## config.mk

```make
export PLATFORM = sky130hd
export DESIGN_NAME = blit_sequencer
export DESIGN_NICKNAME = d
export VERILOG_FILES = /design/src/rtl/blit_sequencer.sv
export SDC_FILE = /design/constraint.sdc
export NUM_CORES = 1
export LEC_CHECK = 0
export CORE_UTILIZATION = 45
export CTS_BUF_LIST = sky130_fd_sc_hd__clkbuf_4 sky130_fd_sc_hd__clkbuf_8 sky130_fd_sc_hd__clkbuf_16
export CTS_CLUSTER_SIZE = 12
export DETAILED_ROUTE_END_ITERATION = 10
export PLACE_DENSITY_LB_ADDON = 0.2
export SYNTH_ARGS = -nofsm -noshare
export SYNTH_HDL_FRONTEND = slang
export SYNTH_SLANG_ARGS = --single-unit
```

## constraint.sdc

```tcl
create_clock -name clock -period 3.1 [get_ports clock]
set_input_delay 0.775 -clock clock [delete_from_list [all_inputs] [get_ports clock]]
set_output_delay 0.775 -clock clock [all_outputs]
set_load 0.05 [all_outputs]
```

## src/rtl/blit_sequencer.sv

```systemverilog
// Rectangle-copy sequencer: READ/LATCH/WRITE per pixel (3 cycles, 2 if skipped), +1 DONE cycle; WRITE
// holds fb_addr/fb_data until fb_ready. Optional colour-key skip under BLIT_TRANSPARENCY_EN.
module blit_sequencer #(
  parameter int ADDR_W   = 16,
  parameter int PIX_W    = 8,
  parameter int DIM_W    = 8,
  parameter int FB_WIDTH = 320
) (
  input  logic              clock,
  input  logic              reset,
  input  logic              cmd_valid,
  output logic              cmd_ready,
  input  logic [ADDR_W-1:0] cmd_src,
  input  logic [ADDR_W-1:0] cmd_dst,
  input  logic [DIM_W-1:0]  cmd_w,
  input  logic [DIM_W-1:0]  cmd_h,
  input  logic [PIX_W-1:0]  cmd_key,
  output logic              spr_rd,
  output logic [ADDR_W-1:0] spr_addr,
  input  logic [PIX_W-1:0]  spr_data,
  output logic              fb_we,
  output logic [ADDR_W-1:0] fb_addr,
  output logic [PIX_W-1:0]  fb_data,
  input  logic              fb_ready,
  output logic              busy,
  output logic              done
);

  typedef enum logic [2:0] {IDLE, READ, LATCH, WRITE, DONE} state_t;

  state_t             state, state_nxt;
  logic [DIM_W-1:0]   w_q, h_q, col, row;
  logic [ADDR_W-1:0]  src_ptr, row_base;
  logic [PIX_W-1:0]   pix;
  logic               skip, last_col, last_pix, advance, empty_cmd;

`ifdef BLIT_TRANSPARENCY_EN
  logic [PIX_W-1:0]   key_q;
  assign skip = (spr_data == key_q);
`else
  logic unused_key;
  assign unused_key = ^cmd_key;
  assign skip = 1'b0;
`endif

  assign empty_cmd = (cmd_w == '0) || (cmd_h == '0);
  assign last_col  = (col == w_q - DIM_W'(1));
  assign last_pix  = last_col && (row == h_q - DIM_W'(1));
  assign advance   = ((state == WRITE) && fb_ready) || ((state == LATCH) && skip);

  always_ff @(posedge clock or negedge reset) begin
    if (!reset) state <= IDLE;
    else        state <= state_nxt;
  end

  always_comb begin
    state_nxt = state;
    case (state)
      IDLE:    if (cmd_valid) state_nxt = empty_cmd ? DONE : READ;
      READ:    state_nxt = LATCH;
      LATCH:   if (skip) state_nxt = last_pix ? DONE : READ;
               else      state_nxt = WRITE;
      WRITE:   if (fb_ready) state_nxt = last_pix ? DONE : READ;
      DONE:    state_nxt = IDLE;
      default: state_nxt = IDLE;
    endcase
  end

  always_comb begin
    cmd_ready = (state == IDLE);
    spr_rd    = (state == READ);
    fb_we     = (state == WRITE);
    busy      = (state != IDLE);
    done      = (state == DONE);
  end

  // Walk pointers; all address arithmetic wraps silently at 2^ADDR_W.
  always_ff @(posedge clock or negedge reset) begin
    if (!reset) begin
      w_q      <= '0;
      h_q      <= '0;
      col      <= '0;
      row      <= '0;
      src_ptr  <= '0;
      row_base <= '0;
      pix      <= '0;
`ifdef BLIT_TRANSPARENCY_EN
      key_q    <= '0;
`endif
    end else begin
      if (state == IDLE && cmd_valid) begin
        w_q      <= cmd_w;
        h_q      <= cmd_h;
        col      <= '0;
        row      <= '0;
        src_ptr  <= cmd_src;
        row_base <= cmd_dst;
`ifdef BLIT_TRANSPARENCY_EN
        key_q    <= cmd_key;
`endif
      end
      if (state == LATCH) pix <= spr_data;
      if (advance) begin
        src_ptr <= src_ptr + ADDR_W'(1);
        if (last_col) begin
          col      <= '0;
          row      <= row + DIM_W'(1);
          row_base <= row_base + ADDR_W'(FB_WIDTH);
        end else begin
          col <= col + DIM_W'(1);
        end
      end
    end
  end

  assign spr_addr = src_ptr;
  assign fb_addr  = row_base + ADDR_W'(col);
  assign fb_data  = pix;

endmodule

```

==> flow_summary.ini <==
[outcome]
status = finished, violations left
violations_in_the_final_reports = negative setup slack

[sta]
rsz0062_at_grt = yes
clock-skew-final_ps = 19.8
finalWorstSetupSlack_ps = -359
final-setup-viol-count = 9
finalCritPeriodShare_pct = 112
finalCriticalPeriod_ps = 3460
hold_viol_final = 0
slew_viol_final = 0
relative_slew_margins_pct = 37.0
tightestPinTransition_ps = 945
fmax_ghz = 0.289

[placement]
place_congestion = 0.842
hpwl_um = 8770
place_inst = 762
place.port_buffers = 104

[clock_network]
cts_tree = done
cts-hold-fix-buffers = 0
cts_inserted_buffers = 9
ctsHtreeMaxLevel = 3
cts.reportedPaths.clkPinSlew_ps = 80
tritoncts_num_sinks = 75
cts.path.max_buffers = 2
clock-root-buffer = sky130_fd_sc_hd__clkbuf_8
clk-insertion-delay-late_ps = 360

[setup_path]
cp-end-kind = primary output
cp-start-kind = register
worst-endpoint-required_ps = 2320
worst_path_largest_cell_delay_ps = 360
data_arrival_at_the_endpoint_of_the_critical_path_ps = 2680
critical_path.max_fanout = 3
crit_chain = ha_2, inv_2, fa_2, nor2b_2, o21ai_2, a21boi_2, o21ai_2, a2111oi_2, buf_4, buf_4, xnor2_1, buf_12
worst-r2r-setup-slack_ps = 240
critical_path_class = register to primary output
crit_slowest_cell = sky130_fd_sc_hd__dfrtp_1

[synth]
postSynth.asyncResetShare_pct = 100
synth_ff_type = sky130_fd_sc_hd__dfrtp_1
synth_top_area_share_pct = 41.3
seq_area_frac_synth_pct = 41.3
ys.warnings.count = 0
synthesized_nets = 603
synth-edff-count = 0
synthDominantAreaCellType = sky130_fd_sc_hd__dfrtp_1
ys_top_cells_by_area = sky130_fd_sc_hd__dfrtp_1, sky130_fd_sc_hd__nand2_1, sky130_fd_sc_hd__xnor2_1
flops_latches_synth = 75
avg_synthesized_cell_area_um2 = 8.73
post_synth_instance_area_mm2 = 0.00454
yosysUniqueCellTypes = 61
synthCells = 520

[cells_and_area]
antenna_cells_inserted = 0
layoutNonFillerInstCount = 782
syn2layout_area_growth_pct = 41.8
fillers = 804
drive_above_1_share_pct = 16.3
layout.nets = 728

[detailed_routing]
viasPerCell = 5.62
wl_per_cell_um = 15.6
dr.first_iter.drc_count = 341
via_count = 4392
drt_wl_total_um = 12200
drcViolationCount = 0
first_pass_iters = 5
postRouteAntennaNets = 0

[die]
design.portCount = 113
initial_core_util_pct = 46.5
die_h_um = 102
coreArea_mm2 = 0.00977
dieWidth_um = 102
placement_rows = 36
die_area_mm2 = 0.0105

[global_route]
grt_antenna_before_repair = 0
first_global_vias = 4306
gr-total-overflow = 0
gr-usage-all-layers_pct = 24.2
pin_count_of_the_biggest_net_entering_global_routing = 76
first_pass_grt_wire_length_um = 19800

[pwr]
pwr_density_cell_mw_per_mm2 = 1180
power.switching_w = 0.00368
ir_worst_vdd_mv = 0.612
clock_power_share_pct = 12.0
finalPower_w = 0.00758
switching_share_pct = 48.5
share_seq_of_total_power_pct = 24.7
power_leakage_nw = 2.79
power.share.combinational_pct = 63.3
power.internal_w = 0.00390

[job]
max-cap-violations = 0

[hold_path]
min_path_type = register to register
kinds of logic after synthesis:
family,count (synthesis),synth area share (%)
AO/OA/AOI/OAI,119,18.4
XOR/XNOR,37,7.13
adder cells (fa/ha/maj),15,4.30
buffers and inverters,43,3.61
flip-flops,75,41.3
multiplexers,12,2.87
AND/OR/NAND/NOR,219,22.3
worst paths after layout:
path / from / end / depth (start not counted)
max: col[0] / fb_addr[10] / 12
min in group asynchronous: reset / row_base[5] / 1
min: h_q[7] / h_q[7] / 2
max in group asynchronous: reset / h_q[6] / 1
max reg2reg: w_q[0] / row_base[13] / 9
min reg2reg: h_q[7] / h_q[7] / 2
critical path, delay by kind of cell (launching register included):
| kind | cells | cell delay [ps] |
|---|---|---|
| AO/OA/AOI/OAI | 4 | 640 |
| adder cells (fa/ha/maj) | 2 | 520 |
| buffers and inverters | 4 | 530 |
| XOR/XNOR | 1 | 150 |
| flip-flops | 1 | 360 |
| AND/OR/NAND/NOR | 1 | 130 |
synthesized netlist by cell type (3+ instances only):
| master | count |
|---|---|
| sky130_fd_sc_hd__and3_1 | 8 |
| sky130_fd_sc_hd__inv_1 | 21 |
| sky130_fd_sc_hd__a31oi_1 | 7 |
| sky130_fd_sc_hd__a21o_1 | 3 |
| sky130_fd_sc_hd__o21a_1 | 3 |
| sky130_fd_sc_hd__nor4_1 | 9 |
| sky130_fd_sc_hd__nand2_1 | 100 |
| sky130_fd_sc_hd__o31ai_1 | 6 |
| sky130_fd_sc_hd__xor2_1 | 11 |
| sky130_fd_sc_hd__nor2_1 | 39 |
| sky130_fd_sc_hd__clkbuf_1 | 20 |
| sky130_fd_sc_hd__nor2b_1 | 3 |
| sky130_fd_sc_hd__o211ai_1 | 4 |
| sky130_fd_sc_hd__a221o_1 | 7 |
| sky130_fd_sc_hd__nand3_1 | 21 |
| sky130_fd_sc_hd__o22ai_1 | 5 |
| sky130_fd_sc_hd__dfrtp_1 | 75 |
| sky130_fd_sc_hd__mux2i_1 | 4 |
| sky130_fd_sc_hd__xnor2_1 | 26 |
| sky130_fd_sc_hd__a21oi_1 | 20 |
| sky130_fd_sc_hd__o311ai_0 | 3 |
| sky130_fd_sc_hd__nor3_1 | 12 |
| sky130_fd_sc_hd__ha_1 | 14 |
| sky130_fd_sc_hd__o32ai_1 | 4 |
| sky130_fd_sc_hd__mux2_2 | 8 |
| sky130_fd_sc_hd__o21bai_1 | 4 |
| sky130_fd_sc_hd__o21ai_0 | 28 |
| sky130_fd_sc_hd__nand4_1 | 6 |
| sky130_fd_sc_hd__a211oi_1 | 6 |
| sky130_fd_sc_hd__nor3b_1 | 5 |
what timing repair did:
| item | CTS | global route |
|---|---|---|
| endpoints found under the setup margin | 10 | 23 |
| setup buffers | 4 | 2 |
| cloned | 0 | 0 |
| pin swaps | 14 | 7 |
| gates resized for setup | 17 | 5 |
stage by stage:
step,hold WS (ps),setup slack (ps),setup TNS [ps],util [%],instance area (um2)
finish,500,-359,-1800,65.9,6440
global route,542,-531,-3180,65.9,6440
CTS,500,-383,-2090,65.5,6400
detailed placement,484,-198,-572,62.1,6070
global placement,476,-162,-449,62.1,6070
floorplan,450,-245,-608,-,4640
flip-flops by register name, indices dropped and copies added, names as in the netlist:
signal	count
col	8
row	8
fb_data	8
w_q	8
spr_addr	16
row_base	16
state	3
h_q	8
per-layer routing:
metal / routed length, um / vias to the layer above / GRT usage, % / share of wire (%)
met2: 6140 / 168 / 42.2 / 50
met5: 0 / - / 0 / 0
met3: 707 / 17 / 3.08 / 5.8
met1: 5160 / 2098 / 31.0 / 42
met4: 163 / 0 / 8.24 / 1.3
li1: - / 2109 / - / -
placed cells by master (no fill, tap or decap), types with 7 or more instances in the layout:
| cell | count |
|---|---|
| sky130_fd_sc_hd__nor2_1 | 38 |
| sky130_fd_sc_hd__a221o_1 | 7 |
| sky130_fd_sc_hd__nor3_1 | 11 |
| sky130_fd_sc_hd__o21ai_0 | 25 |
| sky130_fd_sc_hd__xor2_1 | 11 |
| sky130_fd_sc_hd__clkdlybuf4s50_1 | 88 |
| sky130_fd_sc_hd__a21oi_1 | 18 |
| sky130_fd_sc_hd__mux2_2 | 8 |
| sky130_fd_sc_hd__and3_1 | 8 |
| sky130_fd_sc_hd__inv_1 | 20 |
| sky130_fd_sc_hd__xnor2_1 | 18 |
| sky130_fd_sc_hd__nor4_1 | 9 |
| sky130_fd_sc_hd__nand3_1 | 19 |
| sky130_fd_sc_hd__a31oi_1 | 7 |
| sky130_fd_sc_hd__ha_1 | 13 |
| sky130_fd_sc_hd__buf_12 | 12 |
| sky130_fd_sc_hd__nand2_1 | 98 |
| sky130_fd_sc_hd__clkbuf_8 | 9 |
| sky130_fd_sc_hd__dfrtp_1 | 75 |
| sky130_fd_sc_hd__buf_4 | 33 |
power by group through the flow:
stage / Combinational (W) / Sequential, W / Clock [W]
final: 0.00480 / 0.00187 / 0.000908
after global routing: 0.00514 / 0.00193 / 0.000960
after CTS: 0.00478 / 0.00186 / 0.000914
after detailed placement: 0.00464 / 0.00187 / 0
after global placement: 0.00452 / 0.00185 / 0
after floorplan: 0.00252 / 0.00230 / 0
cell type report:
type                            count  area (um2)  area share [%]
Multi-Input combinational cell    402        2680            41.6
Sequential cell                    75        1880            29.1
Timing Repair Buffer              136        1400            21.8
Tap cell                          133         166            2.58
Clock buffer                        9         124            1.92
Clock inverter                      6         113            1.75
Inverter                           21        78.8            1.22
(Power assumes the default switching activity.)
